===== config.mk =====
export PLATFORM = sky130hd
export DESIGN_NAME = array_cmd_sequencer
export DESIGN_NICKNAME = d
export VERILOG_FILES = /design/src/rtl/cella_array_pkg.sv /design/src/rtl/cmd_fifo.sv /design/src/rtl/array_cmd_sequencer.sv
export SDC_FILE = /design/constraint.sdc
export NUM_CORES = 1
export LEC_CHECK = 0
export BUFFER_PORTS_ARGS = -buffer_cell sky130_fd_sc_hd__buf_2
export CAP_MARGIN = 5
export CORE_MARGIN = 2
export CORE_UTILIZATION = 45
export CTS_CLUSTER_DIAMETER = 60
export DETAILED_ROUTE_END_ITERATION = 7
export PLACE_DENSITY = 0.64
export SYNTH_ARGS = -nofsm -noshare
export SYNTH_HDL_FRONTEND = slang
export SYNTH_HIERARCHICAL = 1
export SYNTH_SLANG_ARGS = --single-unit

===== constraint.sdc =====
create_clock -name clk -period 2.53 [get_ports clk]
set_input_delay 0.3795 -clock clk [delete_from_list [all_inputs] [get_ports clk]]
set_output_delay 0.3795 -clock clk [all_outputs]
set_load 0.02 [all_outputs]

===== src/rtl/cella_array_pkg.sv =====
// Shared encodings, default field widths and command layout for the CELLA array sequencer.
package cella_array_pkg;

    localparam logic [1:0] OP_READ   = 2'b00;
    localparam logic [1:0] OP_WRITE  = 2'b01;
    localparam logic [1:0] OP_SEARCH = 2'b10;
    localparam logic [1:0] OP_IDLE   = 2'b11;

    localparam int unsigned DEF_BANK_W = 4;
    localparam int unsigned DEF_ROW_W  = 2;
    localparam int unsigned DEF_COL_W  = 3;
    localparam int unsigned DEF_DATA_W = 16;
    localparam int unsigned DEF_CNT_W  = 4;
    localparam int unsigned DEF_ADDR_W = DEF_BANK_W + DEF_ROW_W + DEF_COL_W;

    typedef enum logic {StIdle, StIssue} seq_state_e;

    // Command layout at the default widths; the sequencer packs the same field order.
    typedef struct packed {
        logic [1:0]            op;
        logic [DEF_ADDR_W-1:0] addr;
        logic [DEF_DATA_W-1:0] data_bank;
        logic [DEF_DATA_W-1:0] data_in;
        logic [DEF_CNT_W-1:0]  count;
        logic                  sweep;
    } cmd_t;

    function automatic int unsigned cmd_width(int unsigned addr_w, int unsigned data_w,
                                              int unsigned cnt_w);
        return 2 + addr_w + 2 * data_w + cnt_w + 1;
    endfunction

endpackage


===== src/rtl/cmd_fifo.sv =====
// Synchronous command FIFO with full/empty flags; head word is visible combinationally.
module cmd_fifo #(
    parameter int unsigned WIDTH = 32,
    parameter int unsigned DEPTH = 4
) (
    input  logic             clk,
    input  logic             rst_n,
    input  logic             push,
    input  logic [WIDTH-1:0] wdata,
    input  logic             pop,
    output logic [WIDTH-1:0] rdata,
    output logic             full,
    output logic             empty
);
    localparam int unsigned PTR_W = $clog2(DEPTH);

    logic [WIDTH-1:0] mem [DEPTH];
    logic [PTR_W:0]   wr_q, rd_q;
    logic             do_push, do_pop;

    // Extra pointer bit distinguishes full from empty when the indices match.
    assign empty   = (wr_q == rd_q);
    assign full    = (wr_q[PTR_W] != rd_q[PTR_W]) && (wr_q[PTR_W-1:0] == rd_q[PTR_W-1:0]);
    assign do_push = push && !full;
    assign do_pop  = pop && !empty;
    assign rdata   = mem[rd_q[PTR_W-1:0]];

    always_ff @(posedge clk or negedge rst_n) begin
        if (!rst_n) begin
            wr_q <= '0;
            rd_q <= '0;
        end else begin
            if (do_push) wr_q <= wr_q + 1'b1;
            if (do_pop)  rd_q <= rd_q + 1'b1;
        end
    end

    always_ff @(posedge clk) begin
        if (do_push) mem[wr_q[PTR_W-1:0]] <= wdata;
    end

endmodule


===== src/rtl/array_cmd_sequencer.sv =====
// Queues host commands and issues them to the CELLA array one op per clock,
// with repeat counts and optional row/column auto-sweep.
module array_cmd_sequencer
    import cella_array_pkg::*;
#(
    parameter int unsigned BANK_W     = DEF_BANK_W,
    parameter int unsigned ROW_W      = DEF_ROW_W,
    parameter int unsigned COL_W      = DEF_COL_W,
    parameter int unsigned DATA_W     = DEF_DATA_W,
    parameter int unsigned FIFO_DEPTH = 4,
    parameter int unsigned CNT_W      = DEF_CNT_W,
    localparam int unsigned ADDR_W    = BANK_W + ROW_W + COL_W
) (
    input  logic              clk,
    input  logic              rst_n,
    input  logic              cmd_valid,
    output logic              cmd_ready,
    input  logic [1:0]        cmd_op,
    input  logic [ADDR_W-1:0] cmd_addr,
    input  logic [DATA_W-1:0] cmd_data_bank,
    input  logic [DATA_W-1:0] cmd_data_in,
    input  logic [CNT_W-1:0]  cmd_count,
    input  logic              cmd_sweep,
    output logic [1:0]        op_code,
    output logic [ADDR_W-1:0] addr,
    output logic [DATA_W-1:0] data_bank,
    output logic [DATA_W-1:0] data_in,
    output logic              cmd_done,
    output logic              busy
);
    localparam int unsigned CMD_W = cmd_width(ADDR_W, DATA_W, CNT_W);

    logic [CMD_W-1:0]  fifo_wdata, fifo_rdata;
    logic              fifo_full, fifo_empty, fifo_pop;

    logic [1:0]        h_op;
    logic [ADDR_W-1:0] h_addr;
    logic [DATA_W-1:0] h_db, h_di;
    logic [CNT_W-1:0]  h_cnt;
    logic              h_sweep;

    seq_state_e        state_q, state_d;
    logic [1:0]        op_q, op_d;
    logic [ADDR_W-1:0] addr_q, addr_d;
    logic [DATA_W-1:0] db_q, db_d, di_q, di_d;
    logic [CNT_W-1:0]  rem_q, rem_d;
    logic              sweep_q, sweep_d;
    logic              done_q, done_d;
    logic              load;

    assign fifo_wdata = {cmd_op, cmd_addr, cmd_data_bank, cmd_data_in, cmd_count, cmd_sweep};
    assign {h_op, h_addr, h_db, h_di, h_cnt, h_sweep} = fifo_rdata;

    cmd_fifo #(
        .WIDTH (CMD_W),
        .DEPTH (FIFO_DEPTH)
    ) u_cmd_fifo (
        .clk   (clk),
        .rst_n (rst_n),
        .push  (cmd_valid),
        .wdata (fifo_wdata),
        .pop   (fifo_pop),
        .rdata (fifo_rdata),
        .full  (fifo_full),
        .empty (fifo_empty)
    );

    // Next command loads from idle or straight after a final issue, so there is no bubble.
    assign load = !fifo_empty && ((state_q == StIdle) || (rem_q == '0));

    always_comb begin
        state_d  = state_q;
        op_d     = op_q;
        addr_d   = addr_q;
        db_d     = db_q;
        di_d     = di_q;
        rem_d    = rem_q;
        sweep_d  = sweep_q;
        done_d   = 1'b0;
        fifo_pop = 1'b0;
        if (load) begin
            fifo_pop = 1'b1;
            state_d  = StIssue;
            op_d     = h_op;
            addr_d   = h_addr;
            db_d     = h_db;
            di_d     = h_di;
            rem_d    = h_cnt;
            sweep_d  = h_sweep;
            done_d   = (h_cnt == '0);
        end else if (state_q == StIssue) begin
            if (rem_q != '0) begin
                rem_d  = rem_q - 1'b1;
                done_d = (rem_q == CNT_W'(1));
                if (sweep_q) begin
                    // Fields wrap within their own width; no carry into neighbours.
                    case (op_q)
                        OP_READ, OP_WRITE: addr_d[COL_W +: ROW_W] = addr_q[COL_W +: ROW_W] + 1'b1;
                        OP_SEARCH:         addr_d[0 +: COL_W]     = addr_q[0 +: COL_W] + 1'b1;
                        default:           addr_d = addr_q;
                    endcase
                end
            end else begin
                op_d    = OP_IDLE;
                state_d = StIdle;
            end
        end
    end

    always_ff @(posedge clk or negedge rst_n) begin
        if (!rst_n) begin
            state_q <= StIdle;
            op_q    <= OP_IDLE;
            addr_q  <= '0;
            db_q    <= '0;
            di_q    <= '0;
            rem_q   <= '0;
            sweep_q <= 1'b0;
            done_q  <= 1'b0;
        end else begin
            state_q <= state_d;
            op_q    <= op_d;
            addr_q  <= addr_d;
            db_q    <= db_d;
            di_q    <= di_d;
            rem_q   <= rem_d;
            sweep_q <= sweep_d;
            done_q  <= done_d;
        end
    end

    assign op_code   = op_q;
    assign addr      = addr_q;
    assign data_bank = db_q;
    assign data_in   = di_q;
    assign cmd_done  = done_q;
    assign cmd_ready = !fifo_full;
    assign busy      = (state_q == StIssue) || !fifo_empty;

endmodule


# [After elaboration in Yosys (flattened, before gate mapping)]
# Memories as Yosys holds them, arrays and structs flattened.
# Cells that the tools add are included.
# W data, S select, Z words.
[word_totals] mem_bits_rw=192 regBits=56 n_memories=1 wordCells=69 out_inout_bits=46 input_bits=51
[op_classes] muxes=21 n_reduce_logical=22 bitwise_logic=1 addsub=5 eq_ne=7
[mem_list] memory="u_cmd_fifo.mem" depth=4 width=48 read_ports=1 rd_clocked_by_memory_dff=0 wr=1 line="cmd_fifo.sv:17" rtl="logic [WIDTH-1:0] mem [DEPTH];"
[op_table] op="$mux W5" count=3
[op_table] op="$mux W4" count=3
[op_table] op="$reduce_bool A2 Y1" count=5
[op_table] op="$add A3 B1 Y3 const B" count=3
[op_table] op="$mux W1" count=9
[op_table] op="$mux W9" count=1
[op_table] op="$logic_not A4 Y1" count=2
[op_table] op="$mux W2" count=4
[op_table] op="$reduce_and A4 Y1" count=2
[op_table] op="$eq A4 B1 Y1 const B" count=1
[op_table] op="$logic_and A1 B1 Y1" count=4
[op_table] op="$reduce_and A2 Y1" count=2
[op_table] op="$reduce_bool A4 Y1" count=1
[op_table] op="$sub A4 B1 Y4 const B" count=1
[op_table] op="$eq A3 B3 Y1" count=1
[op_table] op="$mux W3" count=1
[op_table] op="$add A2 B1 Y2 const B" count=1
[op_table] op="$eq A2 B1 Y1 const B" count=1
[op_table] op="$eq A2 B2 Y1" count=1
[op_table] op="$eq A2 B2 Y1 const B" count=1
[op_table] op="$logic_not A1 Y1" count=2
[op_table] op="$logic_not A2 Y1" count=1
[op_table] op="$logic_or A1 B1 Y1" count=2
[op_table] op="$ne A2 B2 Y1 const B" count=1
[op_table] op="other kinds (3)" count=3

# [Depth between registers and ports, before layout]
[logic_depth] ltp_word=7 depth_mapped=11 mapped_depth_nobuf=8

# [Modules after synthesis]
# The synthesis kept the hierarchy.
[by_module_without_submodules] mod="cmd_fifo" seq_area_each_um2=5915.7 instances=1 cells_each=300 area_each_um2=7408.4
[by_module_without_submodules] mod="array_cmd_sequencer" seq_area_each_um2=1253.7 instances=1 cells_each=160 area_each_um2=2326.0

# [Least setup slack after synthesis]
# Ideal clock, no wire load.
[synth_path] path_type="reg-to-reg" from="register u_cmd_fifo.wr_q[0]" to="memory u_cmd_fifo/mem[3][0] in the netlist's numbering, enable pin" arrival_ps=2313 path_slack_ps=-212 required_ps=2101 stages_incl_launch_ff=3 setup_ps=429 synth_period_minus_slack_ps=2742 n_path_buf=0 cell_sequence="dfrtp_1 xnor2_1 a31oi_2"
[synth_between] elab_chain_len=6
[synth_lines] element="start: declaration" line="cmd_fifo.sv:18" rtl="logic [PTR_W:0] wr_q, rd_q;"
[synth_lines] element="start signal: assignment" line="cmd_fifo.sv:33" rtl="if (do_push) wr_q <= wr_q + 1'b1;"
[synth_lines] element="$eq A2 B2 Y1" line="cmd_fifo.sv:23" rtl="assign full = (wr_q[PTR_W] != rd_q[PTR_W]) && (wr_q[PTR_W-1:0] == rd_q[PTR_W-1:0]);"
[synth_lines] element="$logic_and A1 B1 Y1" line="cmd_fifo.sv:23"
[synth_lines] element="$logic_not A1 Y1" line="cmd_fifo.sv:24" rtl="assign do_push = push && !full;"
[synth_lines] element="$logic_and A1 B1 Y1" line="cmd_fifo.sv:24"
[synth_lines] element="$mux W1" line="cmd_fifo.sv:39" rtl="if (do_push) mem[wr_q[PTR_W-1:0]] <= wdata;"
[synth_lines] element="$mux W1 (not written as such)" line="cmd_fifo.sv:39"
[synth_lines] element="end: declaration" line="cmd_fifo.sv:17"
# Parallel ways exist; a longest one is shown, timed or not.

# [Worst setup path in the final report]
[layout_path] from="register u_cmd_fifo.rd_q[0]" to="output busy"
[layout_between] elab_chain_len=3
[layout_lines] element="start: declaration" line="cmd_fifo.sv:18"
[layout_lines] element="start signal: assignment" line="cmd_fifo.sv:34" rtl="if (do_pop) rd_q <= rd_q + 1'b1;"
[layout_lines] element="$eq A3 B3 Y1" line="cmd_fifo.sv:22" rtl="assign empty = (wr_q == rd_q);"
[layout_lines] element="net fifo_empty" line="array_cmd_sequencer.sv:34" rtl="logic fifo_full, fifo_empty, fifo_pop;"
[layout_lines] element="$logic_not A1 Y1" line="array_cmd_sequencer.sv:138" rtl="assign busy = (state_q == StIssue) || !fifo_empty;"
[layout_lines] element="$logic_or A1 B1 Y1" line="array_cmd_sequencer.sv:138"
[layout_lines] element="end: declaration" line="array_cmd_sequencer.sv:29" rtl="output logic busy"
# The timed path passes the listed nets, and every way through them passes these cells.

==> impl_results.md <==
* Clock latency at the later pin of the worst-skew pair at around 0.52 ns
* Ranking of synthesized cells by area: edfxtp_1 (59%), dfrtp_1 (14%), mux4_2 (11%)
* Yosys cell types at 45
* Vias in the first global route at 5114
* Power Density at 1270 nW/um^2
* Initial DRT Pass Iterations at 4
* Reg-to-Reg Start: rem_q[1]
* CTS Sinks at about 250
* Crit path capture type: output port
* Post-Synthesis Cells at 460
* Asr flop ratio synth at 0.226
* CTS HTree Levels at 1
* Total track usage at 0.167
* Worst-margin pin slew at 0.709 ns
* Area of the multi-input gates at 2390 sq um
* # fillers at 1614
* Worst reg2reg path depth at 6
* Worst hold margin at 0.0730 ns
* Yosys top cell area share at 0.592
* Synth Flop Type: edfxtp_1
* Final TNS setup at 0 ns
* Biggest area consumer among synthesized cells: edfxtp_1
* Final nets at 644
* Synth warn at 6
* Via density at 5.35
* Iteration-0 DRC Markers at approximately 260
* EDFF count, synth at 192
* Slew margin rel. at 0.527
* Share of layout cells above drive strength 1 at 0.436
* Std-Cell Core Area at 21200 sq um
* Fmax at 0.412 GHz
* Unrepaired setup endpoints after global routing: no
* Leakage Power at 0.00429 uW
* Gpl congestion at 0.795
* WP data arrival at 2.05 ns
* Worst reg2reg path endpoint: data_in[9]
* Rows at 53
* CTS max path bufs at 3
* Initial Utilization at 0.460
* Most frequent cell after synthesis: edfxtp_1
* Clock transition at the registers of the reported paths at 0.06 ns
* Slew Viols, Final at 0
* Worst Hold Endpoint: u_cmd_fifo/mem[2][45]
* CTS tree: yes
* Final min period at approximately 2.4 ns
* Hold depth at 1
* Clock Skew at 0.0118 ns
* Die Area at 22800 sq um
* IO Pins at 97
* Syn avg cell area at 21.2 sq um
* Commonest cells in the netlist: edfxtp_1 (192), dfrtp_1 (54), mux4_2 (48)
* First-pass GRT wire length at 28600 microns
* Number of I/O port buffers at 96
* Die W at about 150 microns
* Crit path launch type: flip-flop
* CP required at 2.15 ns
* Status: finished clean
* Root Buffer: clkbuf_16
* Routed len/inst at 20.9 microns
* Register area share after synthesis at 0.737
* Final wirelength at about 18000 microns
* Worst VDD drop at between 0.7 and 0.8 mV
* TritonCTS buffer count at 26
* Gr ovfl total at 0
* Worst hold start: cmd_addr[8]
* DR vias at 4715
* Reg area at 7180 sq um
* Largest net degree at the start of global routing at 47
* Maxcap violations at 0
* Area delta synth->final at 19.0%
* Routed Antenna Nets at 0
* DRC viols at 0
* Die Y at 151 microns
* Initial antenna violation count at 3
* Mapped Nets at roughly 520
* Register bit total from synthesis at 248
* Final hold violations at 0
* Reg-to-reg slack, setup at between 0.3 and 0.4 ns
* Crit Path Max Fanout at 8
* Post-DP HPWL at roughly 11000 microns
* Period utilization at 0.959
* Worst hold path class: primary input to flip-flop
* Mapped Area at slightly below 10000 sq um
* Crit path kind: flip-flop to output port
* Final setup viols at 0
==> worst max-delay path, cell delays in order, from the launching register on <==
cell,delay (ns)
dfrtp_4,0.51
xor2_4,0.21
nor3_1,0.19
buf_4,0.20
nor2b_4,0.22
inv_1,0.05
buf_2,0.15
==> timing repair <==
item,4_1_cts,5_1_grt
gates resized for setup,2,2
hold endpoints to repair,15,0
hold buffers,1,0
setup endpoints to repair,1,1
buffers inserted,0,3
==> registers in the layout, summed over array words and instances (netlist names) <==
signal	count
addr	9
cmd_done	1
data_bank	16
data_in	16
op_code	2
rem_q	4
state_q	1
sweep_q	1
u_cmd_fifo/mem	192
u_cmd_fifo/rd_q	3
u_cmd_fifo/wr_q	3
==> per-layer routing <==
layer / vias up / global-route usage / share of wire
met4: 4 / 0.0519 / 0.018
met1: 2450 / 0.217 / 0.41
met3: 30 / 0.0358 / 0.056
li1: 2117 / - / -
met2: 114 / 0.285 / 0.51
met5: - / 0 / 0.0013
==> through the flow <==
step,instance area [sq um],std cells,utilization,total power (uW),setup slack (ns)
final,11600,882,0.547,14700,0.103
after global routing,11600,881,0.547,15500,0.00977
after CTS,11600,877,0.546,14900,0.00558
after detailed placement,10600,828,0.503,11000,0.302
after global placement,10600,828,0.503,10900,0.325
after floorplan,9740,460,-,9590,0.0338
==> kinds of logic after synthesis <==
| family | Yosys count | synth area share |
|---|---|---|
| xor+xnor | 9 | 0.0108 |
| simple gates | 37 | 0.0231 |
| mux | 90 | 0.172 |
| compound gates | 33 | 0.0270 |
| buf+inv | 35 | 0.0206 |
| flops | 248 | 0.737 |
| fa+ha+maj | 8 | 0.0103 |
==> cells in the final DEF (no fill, tap or decap), types with 4 or more instances in the layout <==
cell / instances
nand2_1: 6
nor3_1: 4
ha_1: 8
mux2i_1: 5
a21oi_1: 7
inv_1: 12
mux2_2: 4
xnor2_1: 5
mux4_2: 48
buf_12: 6
buf_2: 96
buf_4: 17
dfrtp_1: 50
clkinv_1: 4
mux2_4: 33
edfxtp_1: 192
o31ai_1: 5
a311oi_1: 4
a211oi_1: 4
clkbuf_16: 27
o221a_2: 5
==> cell type report <==
class	count	share of cell area
antenna	2	0.000432
clock buffer	32	0.0617
clock inverter	16	0.0148
inverter	12	0.00389
multi-input combinational	177	0.206
sequential	248	0.620
tap	275	0.0297
timing repair buffer	120	0.0637
==> power by group <==
part / switching (uW) / internal [uW] / leakage (uW)
clock: 1510 / 2320 / 0.000426
sequential: 538 / 5580 / 0.00242
combinational: 2450 / 2340 / 0.00145
==> worst max-delay path by stage <==
stage	startpoint	endpoint	slack, ns	depth (start not counted)
finish	u_cmd_fifo/rd_q[0]	busy	0.10	6
global route	u_cmd_fifo/wr_q[2]	busy	0.01	6
CTS	u_cmd_fifo/rd_q[0]	busy	0.006	6
detailed placement	u_cmd_fifo/rd_q[0]	data_in[10]	0.30	6
global placement	u_cmd_fifo/rd_q[0]	data_bank[0]	0.33	6
floorplan	u_cmd_fifo/wr_q[0]	u_cmd_fifo/mem[1][0]	0.03	3
No activity file was read; power rests on OpenSTA's default activity.
